--- src/rtl/fetch_pkg.sv ---
// fetch_pkg: shared constants and types for the instruction-fetch stage.
//   XLEN             - datapath width
//   NOP_INST         - bubble word (addi x0,x0,0) placed in IF/ID on flush/halt
//   RESET_PC_DEFAULT - default reset fetch address
//   fetch_state_e    - fetch FSM encoding (RUN / HALT)
package fetch_pkg;

  localparam int unsigned XLEN             = 32;
  localparam logic [31:0] NOP_INST         = 32'h0000_0013;
  localparam logic [31:0] RESET_PC_DEFAULT = 32'h0000_0000;

  typedef enum logic {
    ST_RUN  = 1'b0,
    ST_HALT = 1'b1
  } fetch_state_e;

endpackage

--- src/rtl/fetch_stage_if_id_reg.sv ---
// if_id_reg: IF/ID pipeline register holding pc, pc+4, instruction and valid.
// Ports:
//   clk, rst            - clock, synchronous active-high reset
//   load                - capture pc_in/inst_in as a valid instruction
//   flush               - replace contents with a NOP bubble (beats hold)
//   hold                - keep current contents
//   pc_in, inst_in      - incoming fetch address and word
//   pc, pc4, inst, valid - registered contents
module if_id_reg
  import fetch_pkg::*;
(
  input  logic            clk,
  input  logic            rst,
  input  logic            load,
  input  logic            flush,
  input  logic            hold,
  input  logic [XLEN-1:0] pc_in,
  input  logic [XLEN-1:0] inst_in,
  output logic [XLEN-1:0] pc,
  output logic [XLEN-1:0] pc4,
  output logic [XLEN-1:0] inst,
  output logic            valid
);

  logic [XLEN-1:0] pc_q, pc_d;
  logic [XLEN-1:0] pc4_q, pc4_d;
  logic [XLEN-1:0] inst_q, inst_d;
  logic            valid_q, valid_d;

  // Next-contents selection: flush > hold > load; no request keeps contents.
  always_comb begin
    pc_d    = pc_q;
    pc4_d   = pc4_q;
    inst_d  = inst_q;
    valid_d = valid_q;
    if (flush) begin
      pc_d    = 32'h0000_0000;
      pc4_d   = 32'h0000_0000;
      inst_d  = NOP_INST;
      valid_d = 1'b0;
    end else if (hold) begin
      pc_d    = pc_q;
    end else if (load) begin
      pc_d    = pc_in;
      pc4_d   = pc_in + 32'd4;
      inst_d  = inst_in;
      valid_d = 1'b1;
    end else begin
      pc_d    = pc_q;
    end
  end

  // Pipeline register state with synchronous reset to an empty bubble.
  always_ff @(posedge clk) begin
    if (rst) begin
      pc_q    <= 32'h0000_0000;
      pc4_q   <= 32'h0000_0000;
      inst_q  <= NOP_INST;
      valid_q <= 1'b0;
    end else begin
      pc_q    <= pc_d;
      pc4_q   <= pc4_d;
      inst_q  <= inst_d;
      valid_q <= valid_d;
    end
  end

  assign pc    = pc_q;
  assign pc4   = pc4_q;
  assign inst  = inst_q;
  assign valid = valid_q;

endmodule

--- src/rtl/fetch_stage.sv ---
// fetch_stage: instruction-fetch stage. Owns the PC, presents it to a
// combinational instruction memory, and registers the returned word into IF/ID.
// Ports:
//   clk, rst      - clock, synchronous active-high reset
//   stall         - hold PC and IF/ID this cycle
//   redirect      - taken branch/jump: load redirect_pc, flush IF/ID
//   redirect_pc   - redirect target (low two bits ignored)
//   PC            - registered fetch address to instruction memory
//   Inst          - instruction word for PC (same cycle)
//   if_id_pc/pc4/inst/valid - IF/ID register contents
//   halted        - fetch stopped
//   fetch_count   - instructions accepted into IF/ID
module fetch_stage
  import fetch_pkg::*;
#(
  parameter logic [31:0] RESET_PC     = RESET_PC_DEFAULT,
  parameter int unsigned MEM_DEPTH    = 64,
  parameter bit          HALT_ON_ZERO = 1'b1
) (
  input  logic            clk,
  input  logic            rst,
  input  logic            stall,
  input  logic            redirect,
  input  logic [XLEN-1:0] redirect_pc,
  output logic [XLEN-1:0] PC,
  input  logic [XLEN-1:0] Inst,
  output logic [XLEN-1:0] if_id_pc,
  output logic [XLEN-1:0] if_id_pc4,
  output logic [XLEN-1:0] if_id_inst,
  output logic            if_id_valid,
  output logic            halted,
  output logic [XLEN-1:0] fetch_count
);

  // Byte address one past the last instruction word; compared unsigned.
  localparam logic [31:0] MEM_LIMIT = 32'(MEM_DEPTH) * 32'd4;

  fetch_state_e    state_q, state_d;
  logic [XLEN-1:0] pc_q, pc_d;
  logic [XLEN-1:0] count_q, count_d;
  logic            end_det_s;
  logic            load_s, flush_s, hold_s;

  // A zero word is treated as unprogrammed memory; it is never issued.
  assign end_det_s = (HALT_ON_ZERO && (Inst == 32'h0000_0000)) || (pc_q >= MEM_LIMIT);

  // Next-state, next-PC and IF/ID control; redirect > stall > end-detect > normal.
  always_comb begin
    state_d = state_q;
    pc_d    = pc_q;
    count_d = count_q;
    load_s  = 1'b0;
    flush_s = 1'b0;
    hold_s  = 1'b0;
    if (redirect) begin
      state_d = ST_RUN;
      pc_d    = {redirect_pc[31:2], 2'b00};
      flush_s = 1'b1;
    end else if (stall) begin
      hold_s  = 1'b1;
    end else begin
      case (state_q)
        ST_RUN: begin
          if (end_det_s) begin
            state_d = ST_HALT;
            flush_s = 1'b1;
          end else begin
            pc_d    = pc_q + 32'd4;
            count_d = count_q + 32'd1;
            load_s  = 1'b1;
          end
        end
        ST_HALT: begin
          flush_s = 1'b1;
        end
        default: begin
          state_d = ST_HALT;
          flush_s = 1'b1;
        end
      endcase
    end
  end

  // PC, FSM state and fetch counter registers.
  always_ff @(posedge clk) begin
    if (rst) begin
      state_q <= ST_RUN;
      pc_q    <= RESET_PC;
      count_q <= 32'h0000_0000;
    end else begin
      state_q <= state_d;
      pc_q    <= pc_d;
      count_q <= count_d;
    end
  end

  if_id_reg u_if_id_reg (
    .clk     (clk),
    .rst     (rst),
    .load    (load_s),
    .flush   (flush_s),
    .hold    (hold_s),
    .pc_in   (pc_q),
    .inst_in (Inst),
    .pc      (if_id_pc),
    .pc4     (if_id_pc4),
    .inst    (if_id_inst),
    .valid   (if_id_valid)
  );

  assign PC          = pc_q;
  assign halted      = (state_q == ST_HALT);
  assign fetch_count = count_q;

endmodule
--- config.mk ---
export PLATFORM = sky130hd
export DESIGN_NAME = fetch_stage
export DESIGN_NICKNAME = d
export VERILOG_FILES = /design/src/rtl/fetch_pkg.sv /design/src/rtl/fetch_stage_if_id_reg.sv /design/src/rtl/fetch_stage.sv
export SDC_FILE = /design/constraint.sdc
export NUM_CORES = 1
export LEC_CHECK = 0
export ABC_AREA = 0
export BUFFER_PORTS_ARGS = -buffer_cell sky130_fd_sc_hd__buf_2
export CORE_UTILIZATION = 40
export CTS_CLUSTER_SIZE = 12
export DETAILED_ROUTE_END_ITERATION = 8
export PLACE_DENSITY = 0.7
export SYNTH_ARGS = -nofsm -noshare
export SYNTH_HDL_FRONTEND = slang
export SYNTH_SLANG_ARGS = --single-unit
--- constraint.sdc ---
create_clock -name clk -period 1.88 [get_ports clk]
set_input_delay 0.094 -clock clk [delete_from_list [all_inputs] [get_ports clk]]
set_output_delay 0.094 -clock clk [all_outputs]
set_load 0.05 [all_outputs]
==> results of run 1 <==
## where the power goes
part           leakage (nW)  internal (mW)  switching (mW)  total [mW]
sequential             1.28           3.34          0.0415        3.38
combinational          2.63          0.304           0.407       0.710
clock                 0.300           1.83            1.64        3.47
total                  4.22           5.47            2.09        7.56
## final cells by class
class	count	area, um^2
multi-input cells	426	2654
flip-flops and latches	156	3211
clock buffers	17	425.4
inverters	14	52.55
clock inverters	15	181.4
fillers	1122	4776
repair buffers	360	2571
well taps	180	225.2
## cells in the mapped netlist, types with 2 or more instances
master    instances  area (um^2)
a211oi_1          7        52.55
a21boi_0          3        22.52
a21oi_1          69        345.3
a22o_1           23        201.4
a311oi_1          2        17.52
a31o_2            5        43.79
and2_1            3        18.77
and3_1           56        350.3
and4_1            3        26.28
buf_2            14        70.07
buf_4             6        45.04
clkbuf_1         29        108.9
dfxtp_1         156         3123
ha_1              3        37.54
inv_1            13        48.80
nand2_1         100        375.4
nand3_1           6        30.03
nand3b_1          3        22.52
nand4_1          19        118.9
nand4b_1          6        52.55
nor2_1           21        78.83
nor3_1            7        35.03
nor4_1           14        87.58
nor4_2            2        25.02
o211a_1           2        20.02
o21ai_0          14        70.07
o31a_1            3        26.28
o31ai_1           9        67.56
o41ai_1           3        26.28
or3_1            10        62.56
or4_1             9        67.56
xnor2_1           6        52.55
## state kept, by name, summed over array words and instances (netlist names)
signal             flops
halted                 1
u_if_id_reg.inst      32
fetch_count           32
u_if_id_reg.pc4       30
u_if_id_reg.pc        30
PC                    30
u_if_id_reg.valid      1
## cells by family (layout without fill, tap and decap cells)
kind of cell               after synthesis  after routing  synth area share, %
AOI/OAI and AO/OA                      146            146                16.24
xor gates and xnor gates                 7              7                1.043
adders and majority gates                3              3               0.6386
buffers and inverters                   65            406                4.959
DFF                                    156            156                53.13
other                                    1              6              0.06380
and+or+nand+nor                        264            264                23.93
## metrics by stage
| step | hold slack, ns | util, % |
|---|---|---|
| global placement | 0.3043 | 54.73 |
| finish | 0.03550 | 66.12 |
| global route | 0.03845 | 66.12 |
| floorplan | 0.1855 | - |
| detailed placement | 0.3052 | 54.73 |
| CTS | 0.008055 | 65.01 |
## how the worst min path moves through the flow
stage	slack, ns	end	from	depth (start not counted)
floorplan	0.19	PC[3]	rst	1
global placement	0.30	PC[25]	redirect_pc[25]	2
detailed placement	0.31	PC[26]	redirect_pc[26]	2
CTS	0.008	PC[6]	rst	2
global route	0.04	PC[6]	rst	2
finish	0.04	PC[2]	rst	2
## cells in the final DEF, fill, tap and decap left out, types with 10 or more instances in the layout
cell type	synthesis	routed
buf_4	6	59
inv_1	13	13
nor4_1	14	10
a21oi_1	69	60
clkbuf_16	0	19
nand4_1	19	19
a22o_1	23	23
dlygate4sd3_1	0	62
nand2_1	100	100
buf_12	0	10
dfxtp_1	156	114
o21ai_0	14	14
dfxtp_4	0	14
and3_1	56	55
dfxtp_2	0	28
or3_1	10	10
nor2_1	21	20
buf_2	14	221
## metal layers
| layer | share of wire [%] | GRT usage, % |
|---|---|---|
| met3 | 6.4 | 6.688 |
| met1 | 44 | 28.97 |
| met5 | 0 | 0 |
| met4 | 1.2 | 9.111 |
| met2 | 48 | 38.90 |
## what timing repair did
| action | 4_1_cts | 5_1_grt |
|---|---|---|
| gates resized for setup | 11 | 19 |
| setup buffers | 5 | 3 |
| gates cloned | 4 | 2 |
| endpoints found under the hold margin | 62 | 0 |
| hold buffers | 62 | 0 |
| pin swaps | 5 | 32 |
| setup endpoints to repair | 104 | 104 |
## worst register-to-register path, delay by kind of cell (launching register included)
family / cells / cell delay [ns]
compound gates: 2 / 0.27
flops: 1 / 0.34
simple gates: 3 / 1.07
buf+inv: 2 / 0.33
==> results.yml, run 1 <==
status:
  status: "finished, violations left"
  failed_checks: "setup timing"
clocking:
  clkSinkCount: 156
  cts_tree: "built"
  clock_latency_ns: 0.42
  clk_pin_slew_ns: 0.07
  cts_root_buf: "clkbuf_16"
  htree_levels: 4
  clockBufferDepth: 2
  cts_buffers: 17
worst_setup_path:
  reg2reg_slack_ns: -0.20
  crit_path_end_kind: "flop"
  path_cells: "nor4_4 > and4b_2 > o2111ai_4 > buf_12 > buf_12 > or4_4 > a21oi_1"
  cp_slowest_cell: "or4_4"
  cp_max_fo: 12
  cp.depth: 7
  slowest_delay_ns: 0.46
  cpMostUsedCell: "buf_12"
  rr_endpoint: "fetch_count[7]"
  cp_top_family: "simple AND/OR/NAND/NOR gates"
  startpoint: "PC[29]"
  cp-endpoint: "fetch_count[7]"
  critical_path_class: "flop to flop"
  critPathBufInv: 2
  cp.arrival_ns: 2.43
  ff2ff_path_depth: 7
  startpoint_type: "flop"
  worst_ep_required_time_ns: 2.23
  regToRegStartpoint: "PC[29]"
final_layout:
  finalInstanceArea_um2: 9320
  fin_nets: 1046
  fin_cells: 1168
  drive_gt1_share_pct: 41.60
  n_antenna_cell: 0
  syn_to_final_growth_pct: 58.56
detailed_routing:
  drtIter0Drc: 233
  dr.pass1.iters: 4
  route.detailed.drc: 0
  avgRoutedWirePerCell_um: 15.76
  vias: 6038
  wirelength_mm: 18.41
  postRouteAntennaNets: 0
  viasPerCell: 5.170
global_routing:
  grt_pass1_vias: 5623
  grt_overflow: 0
  grt_antenna_before_repair: 0
  track_usage_pct: 23.57
  grt_pass1_wl_mm: 27.63
  grt_start_max_net_pins: 50
synth:
  synth_area_um2: 5878
  synth_edf_count: 0
  synthFlopType: "dfxtp_1"
  yosysSeqAreaShare_pct: 53.13
  ys_seq_elements: 156
  netlist_instances: 642
  synth-async-reset-ratio_pct: 0
  ys_types: 48
  syn_area_per_cell_um2: 9.156
  ys_warn_count: 0
pwr:
  p_leak_nw: 4.219
  p_total_mw: 7.560
  power_density_nw_per_um2: 811.2
  vdd_drop_max_uv: 576.2
die:
  io_pins: 230
  dieArea_um2: 15180
  core_um2: 14100
  die_h_um: 123.2
  start_util_pct: 41.70
  die_width_um: 123.2
  num_rows: 43
timing:
  fin_worst_skew_ns: 0.009554
  drv_slew: 0
  setup_violations: 69
  rsz0062_at_grt: "true"
  fin_crit_ns: 2.076
  period_share_pct: 110.4
  setup_tns_ns: -5.798
  hold_viol_final: 0
  fmax_mhz: 481.6
  timing.final.ws_setup_ns: -0.1963
placed_design:
  gp_congestion: 0.7929
  dp_cells: 1061
  postPlaceCellArea_um2: 7715
  hpwlAfterDp_mm: 11.46
  port_buffers: 221
  place_ws_ns: -0.2451
min_path:
  hold_class: "input pin to flop"
job:
  max_cap_violations: 0
(Power assumes the default switching activity.)
==> run 2: changes to the inputs <==
Settings changed: BUFFER_PORTS_ARGS -buffer_cell sky130_fd_sc_hd__buf_2 to -buffer_cell sky130_fd_sc_hd__buf_4.
==> results.yml, run 2 (synthesized netlist as in run 1, its figures left out) <==
worst_setup_path:
  rr_endpoint: "fetch_count[23]"
  cp.arrival_ns: 2.41
  critical_path_class: "flop to flop"
  regToRegStartpoint: "PC[29]"
  cp_slowest_cell: "dfxtp_2"
  critPathBufInv: 2
  ff2ff_path_depth: 7
  cp_max_fo: 7
  startpoint: "PC[29]"
  path_cells: "nor4_4 > and4b_2 > o2111ai_4 > buf_12 > clkbuf_16 > o41ai_2 > a21oi_1"
  cp_top_family: "compound AO/OA/AOI/OAI gates"
  crit_path_end_kind: "flop"
  startpoint_type: "flop"
  worst_ep_required_time_ns: 2.16
  reg2reg_slack_ns: -0.25
  slowest_delay_ns: 0.34
min_path:
  hold_depth: 2
  hp-start: "redirect"
  whs_endpoint: "PC[3]"
  hold_class: "input pin to flop"
global_routing:
  met2_usage_pct: 43.16
  grt_pass1_wl_mm: 29.07
  grt_use_met1_pct: 29.18
  grt_use_met3_pct: 7.149
  grt_start_max_net_pins: 50
  grt_pass1_vias: 6003
  grt_overflow: 0
  track_usage_pct: 24.76
  grt_antenna_before_repair: 0
  busiest_layer: "met2"
placed_design:
  place_ws_ns: -0.3694
  gp_congestion: 0.7985
  hpwlAfterDp_mm: 12.08
  port_buffers: 221
  postPlaceCellArea_um2: 8203
pwr:
  power_density_nw_per_um2: 747.7
  p_leak_nw: 4.335
  vdd_drop_max_uv: 662.4
  p_total_mw: 7.491
status:
  failed_checks: "setup timing"
  status: "finished, violations left"
die:
  die_h_um: 123.2
  die_width_um: 123.2
  core_um2: 14100
  io_pins: 230
  dieArea_um2: 15180
  start_util_pct: 41.70
  num_rows: 43
detailed_routing:
  vias: 6260
  drtIter0Drc: 359
  route.detailed.drc: 0
  postRouteAntennaNets: 0
  avgRoutedWirePerCell_um: 17.12
  dr.pass1.iters: 7
  wirelength_mm: 20.17
  viasPerCell: 5.314
final_layout:
  finalInstanceArea_um2: 10020
  syn_to_final_growth_pct: 70.43
  layout_common_cells: "286 x buf_4, 114 x dfxtp_1, 100 x nand2_1, 62 x dlygate4sd3_1, 58 x a21oi_1"
  drive_gt1_share_pct: 43.09
  n_antenna_cell: 0
  nFillCells: 1009
  final_common_cell: "buf_4"
  fin_nets: 1056
  multi_input_area_um2: 2711
  register_area_um2: 3211
timing:
  fin_crit_ns: 2.129
  period_share_pct: 113.3
  hold_viol_final: 0
  timing.final.ws_setup_ns: -0.2494
  setup_violations: 87
  worst_slew_pin_slew_ns: 0.5710
  fin_worst_skew_ns: 0.008197
  slew-limit-headroom_pct: 61.93
  drv_slew: 0
  fmax_mhz: 469.6
  rsz0062_at_grt: "true"
clocking:
  cts_buffers: 17
  clk_pin_slew_ns: 0.07
  clock_latency_ns: 0.43
  cts_root_buf: "clkbuf_16"
  clkSinkCount: 156
  clockBufferDepth: 2
  htree_levels: 4
  cts_tree: "built"
job:
  max_cap_violations: 0
## run 2: changes by cell type in the layout (fill, tap and decap cells not counted), sizes merged
cell / previous run / this run
bufbuf: 3 / 1
clkinv: 3 / 4
clkbuf: 19 / 25
clkinvlp: 0 / 1
buf: 293 / 299
inv: 26 / 24
## run 2: what timing repair did
item / CTS / global route
pin swaps: 10 / 30
endpoints found under the setup margin: 102 / 106
gates cloned: 3 / 9
endpoints found under the hold margin: 62 / 0
hold buffers: 62 / 0
setup buffers: 6 / 7
gates resized for setup: 15 / 31
## run 2: final cells by class
type / instances / share of cell area [%]
Inverter: 14 / 0.5245
Timing Repair Buffer: 370 / 32.43
Clock buffer: 17 / 4.246
Multi-Input combinational cell: 426 / 27.06
Sequential cell: 156 / 32.05
Clock inverter: 15 / 1.436
Tap cell: 180 / 2.248
## run 2: worst max path at each step
stage	cells past startpoint	slack [ns]	end
after floorplan	7	-0.03	fetch_count[19]
after global placement	9	-0.34	PC[7]
after detailed placement	9	-0.37	PC[6]
after CTS	6	-0.16	fetch_count[17]
after global routing	8	-0.32	u_if_id_reg.inst[22]
final	7	-0.25	fetch_count[23]
## run 2: metrics by stage
stage	cells	hold WS [ns]	setup TNS [ns]	utilization [%]
2_1_floorplan	647	0.1855	-0.09349	-
4_1_cts	1162	0.02949	-5.901	68.16
6_report	1178	0.05078	-12.32	71.07
3_3_place_gp	1059	0.3041	-25.51	58.19
5_1_grt	1178	0.04092	-20.58	71.07
3_5_place_dp	1059	0.3070	-27.51	58.19
## run 2: report_power, final
part / internal, mW / leakage, nW / switching (mW)
combinational: 0.377 / 2.77 / 0.422
clock: 1.77 / 0.282 / 1.54
sequential: 3.34 / 1.28 / 0.0426
total: 5.48 / 4.33 / 2.01
## run 2: routing by layer
| metal | vias to the layer above | part of all wire [%] |
|---|---|---|
| met5 | - | 0 |
| met4 | 0 | 1.2 |
| met3 | 23 | 8.1 |
| met2 | 247 | 50 |
| met1 | 2990 | 41 |
| li1 | 3000 | - |
==> run 3: changes to the inputs <==
Settings changed: PLACE_DENSITY 0.7 to 0.68.
Clock period 1.88 ns to 2.14 ns, I/O delays scaled along.
==> results.yml, run 3 (synthesized netlist as in run 1, its figures left out) <==
status:
  status: "finished clean"
pwr:
  vdd_drop_max_uv: 520.6
  power_density_nw_per_um2: 713.3
  p_leak_nw: 3.913
  p_total_mw: 6.500
worst_setup_path:
  path_cells: "nor4_4 > and4b_2 > o2111ai_4 > buf_12 > or4_1 > a21oi_2"
  reg2reg_slack_ns: 0.07
  worst_ep_required_time_ns: 2.49
  cp_max_fo: 41
  slowest_delay_ns: 0.55
  startpoint_type: "flop"
  cp.arrival_ns: 2.42
  critPathBufInv: 1
  critical_path_class: "flop to flop"
  cp_slowest_cell: "or4_1"
  startpoint: "PC[27]"
  ff2ff_path_depth: 6
  crit_path_end_kind: "flop"
  cp_top_family: "simple AND/OR/NAND/NOR gates"
  rr_endpoint: "fetch_count[24]"
  regToRegStartpoint: "PC[27]"
detailed_routing:
  route.detailed.drc: 0
  avgRoutedWirePerCell_um: 15.54
  drtIter0Drc: 286
  wirelength_mm: 17.42
  viasPerCell: 5.215
  postRouteAntennaNets: 0
  dr.pass1.iters: 4
  vias: 5846
clocking:
  clockBufferDepth: 2
  clkSinkCount: 156
  cts_buffers: 17
  htree_levels: 4
  cts_tree: "built"
  clock_latency_ns: 0.42
  clk_pin_slew_ns: 0.06
  cts_root_buf: "clkbuf_16"
final_layout:
  multi_input_area_um2: 2565
  final_common_cell: "buf_4"
  drive_gt1_share_pct: 32.94
  nFillCells: 1160
  syn_to_final_growth_pct: 55.02
  finalInstanceArea_um2: 9112
  register_area_um2: 3127
  fin_cells: 1121
  n_antenna_cell: 0
  final_core_util_pct: 64.65
  fin_nets: 999
  layout_common_cells: "246 x buf_4, 153 x dfxtp_1, 100 x nand2_1, 68 x a21oi_1, 60 x dlygate4sd3_1"
placed_design:
  port_buffers: 221
  postPlaceCellArea_um2: 7861
  gp_congestion: 0.7986
  dp_cells: 1028
  hpwlAfterDp_mm: 11.84
  place_ws_ns: 0.02319
timing:
  slew-limit-headroom_pct: 66.04
  setup_violations: 0
  hold_viol_final: 0
  worst_slew_pin_slew_ns: 0.5094
  whs_ns: 0.03267
  setup_tns_ns: 0
  rsz0062_at_grt: "true"
  drv_slew: 0
  fin_crit_ns: 2.068
  fin_worst_skew_ns: 0.01049
  timing.final.ws_setup_ns: 0.07234
  fmax_mhz: 483.6
  period_share_pct: 96.62
job:
  max_cap_violations: 0
die:
  core_um2: 14100
  io_pins: 230
  num_rows: 43
  dieArea_um2: 15180
  start_util_pct: 41.70
  die_width_um: 123.2
  die_h_um: 123.2
global_routing:
  grt_antenna_before_repair: 0
  grt_pass1_vias: 5277
  track_usage_pct: 22.27
  grt_pass1_wl_mm: 26.24
  grt_overflow: 0
  grt_start_max_net_pins: 57
min_path:
  whs_endpoint: "PC[7]"
  hold_depth: 4
  hp-start: "redirect_pc[7]"
  hold_class: "input pin to flop"
==> run 3: metal layers <==
metal | share of wire (%) | global-route usage (%)
met5 | 0 | 0
met4 | 2.0 | 9.639
met3 | 8.8 | 7.426
met2 | 46 | 35.16
met1 | 43 | 27.62
==> run 3: final cells by class <==
class	instances	area share [%]
tap	180	2.472
clock buffer	19	4.861
multi-input combinational	426	28.15
clock inverter	13	1.428
inverter	14	0.5767
sequential	156	34.31
timing repair buffer	313	28.20
==> run 3: worst max-delay path by stage <==
| stage | endpoint | slack [ns] | cells after the start |
|---|---|---|---|
| CTS | u_if_id_reg.inst[13] | 0.006 | 10 |
| detailed placement | fetch_count[15] | 0.02 | 6 |
| floorplan | fetch_count[19] | 0.03 | 5 |
| finish | fetch_count[24] | 0.07 | 6 |
| global placement | fetch_count[6] | 0.05 | 6 |
| global route | fetch_count[24] | -0.03 | 6 |
==> run 3: repair_timing <==
| action | 4_1_cts | 5_1_grt |
|---|---|---|
| buffers inserted | 0 | 1 |
| hold buffers | 60 | 0 |
| gates resized for setup | 0 | 17 |
| hold endpoints to repair | 60 | 0 |
| setup endpoints to repair | 0 | 58 |
==> run 3: worst min-delay path, stage by stage <==
cell and delay [ns]:
buf_4 0.11, inv_1 0.04, a21oi_1 0.06, o31a_1 0.09
==> run 3: power by group <==
part / internal, mW / switching (mW) / total [mW]
Sequential: 2.94 / 0.0426 / 2.98
Combinational: 0.276 / 0.335 / 0.611
Clock: 1.66 / 1.24 / 2.91
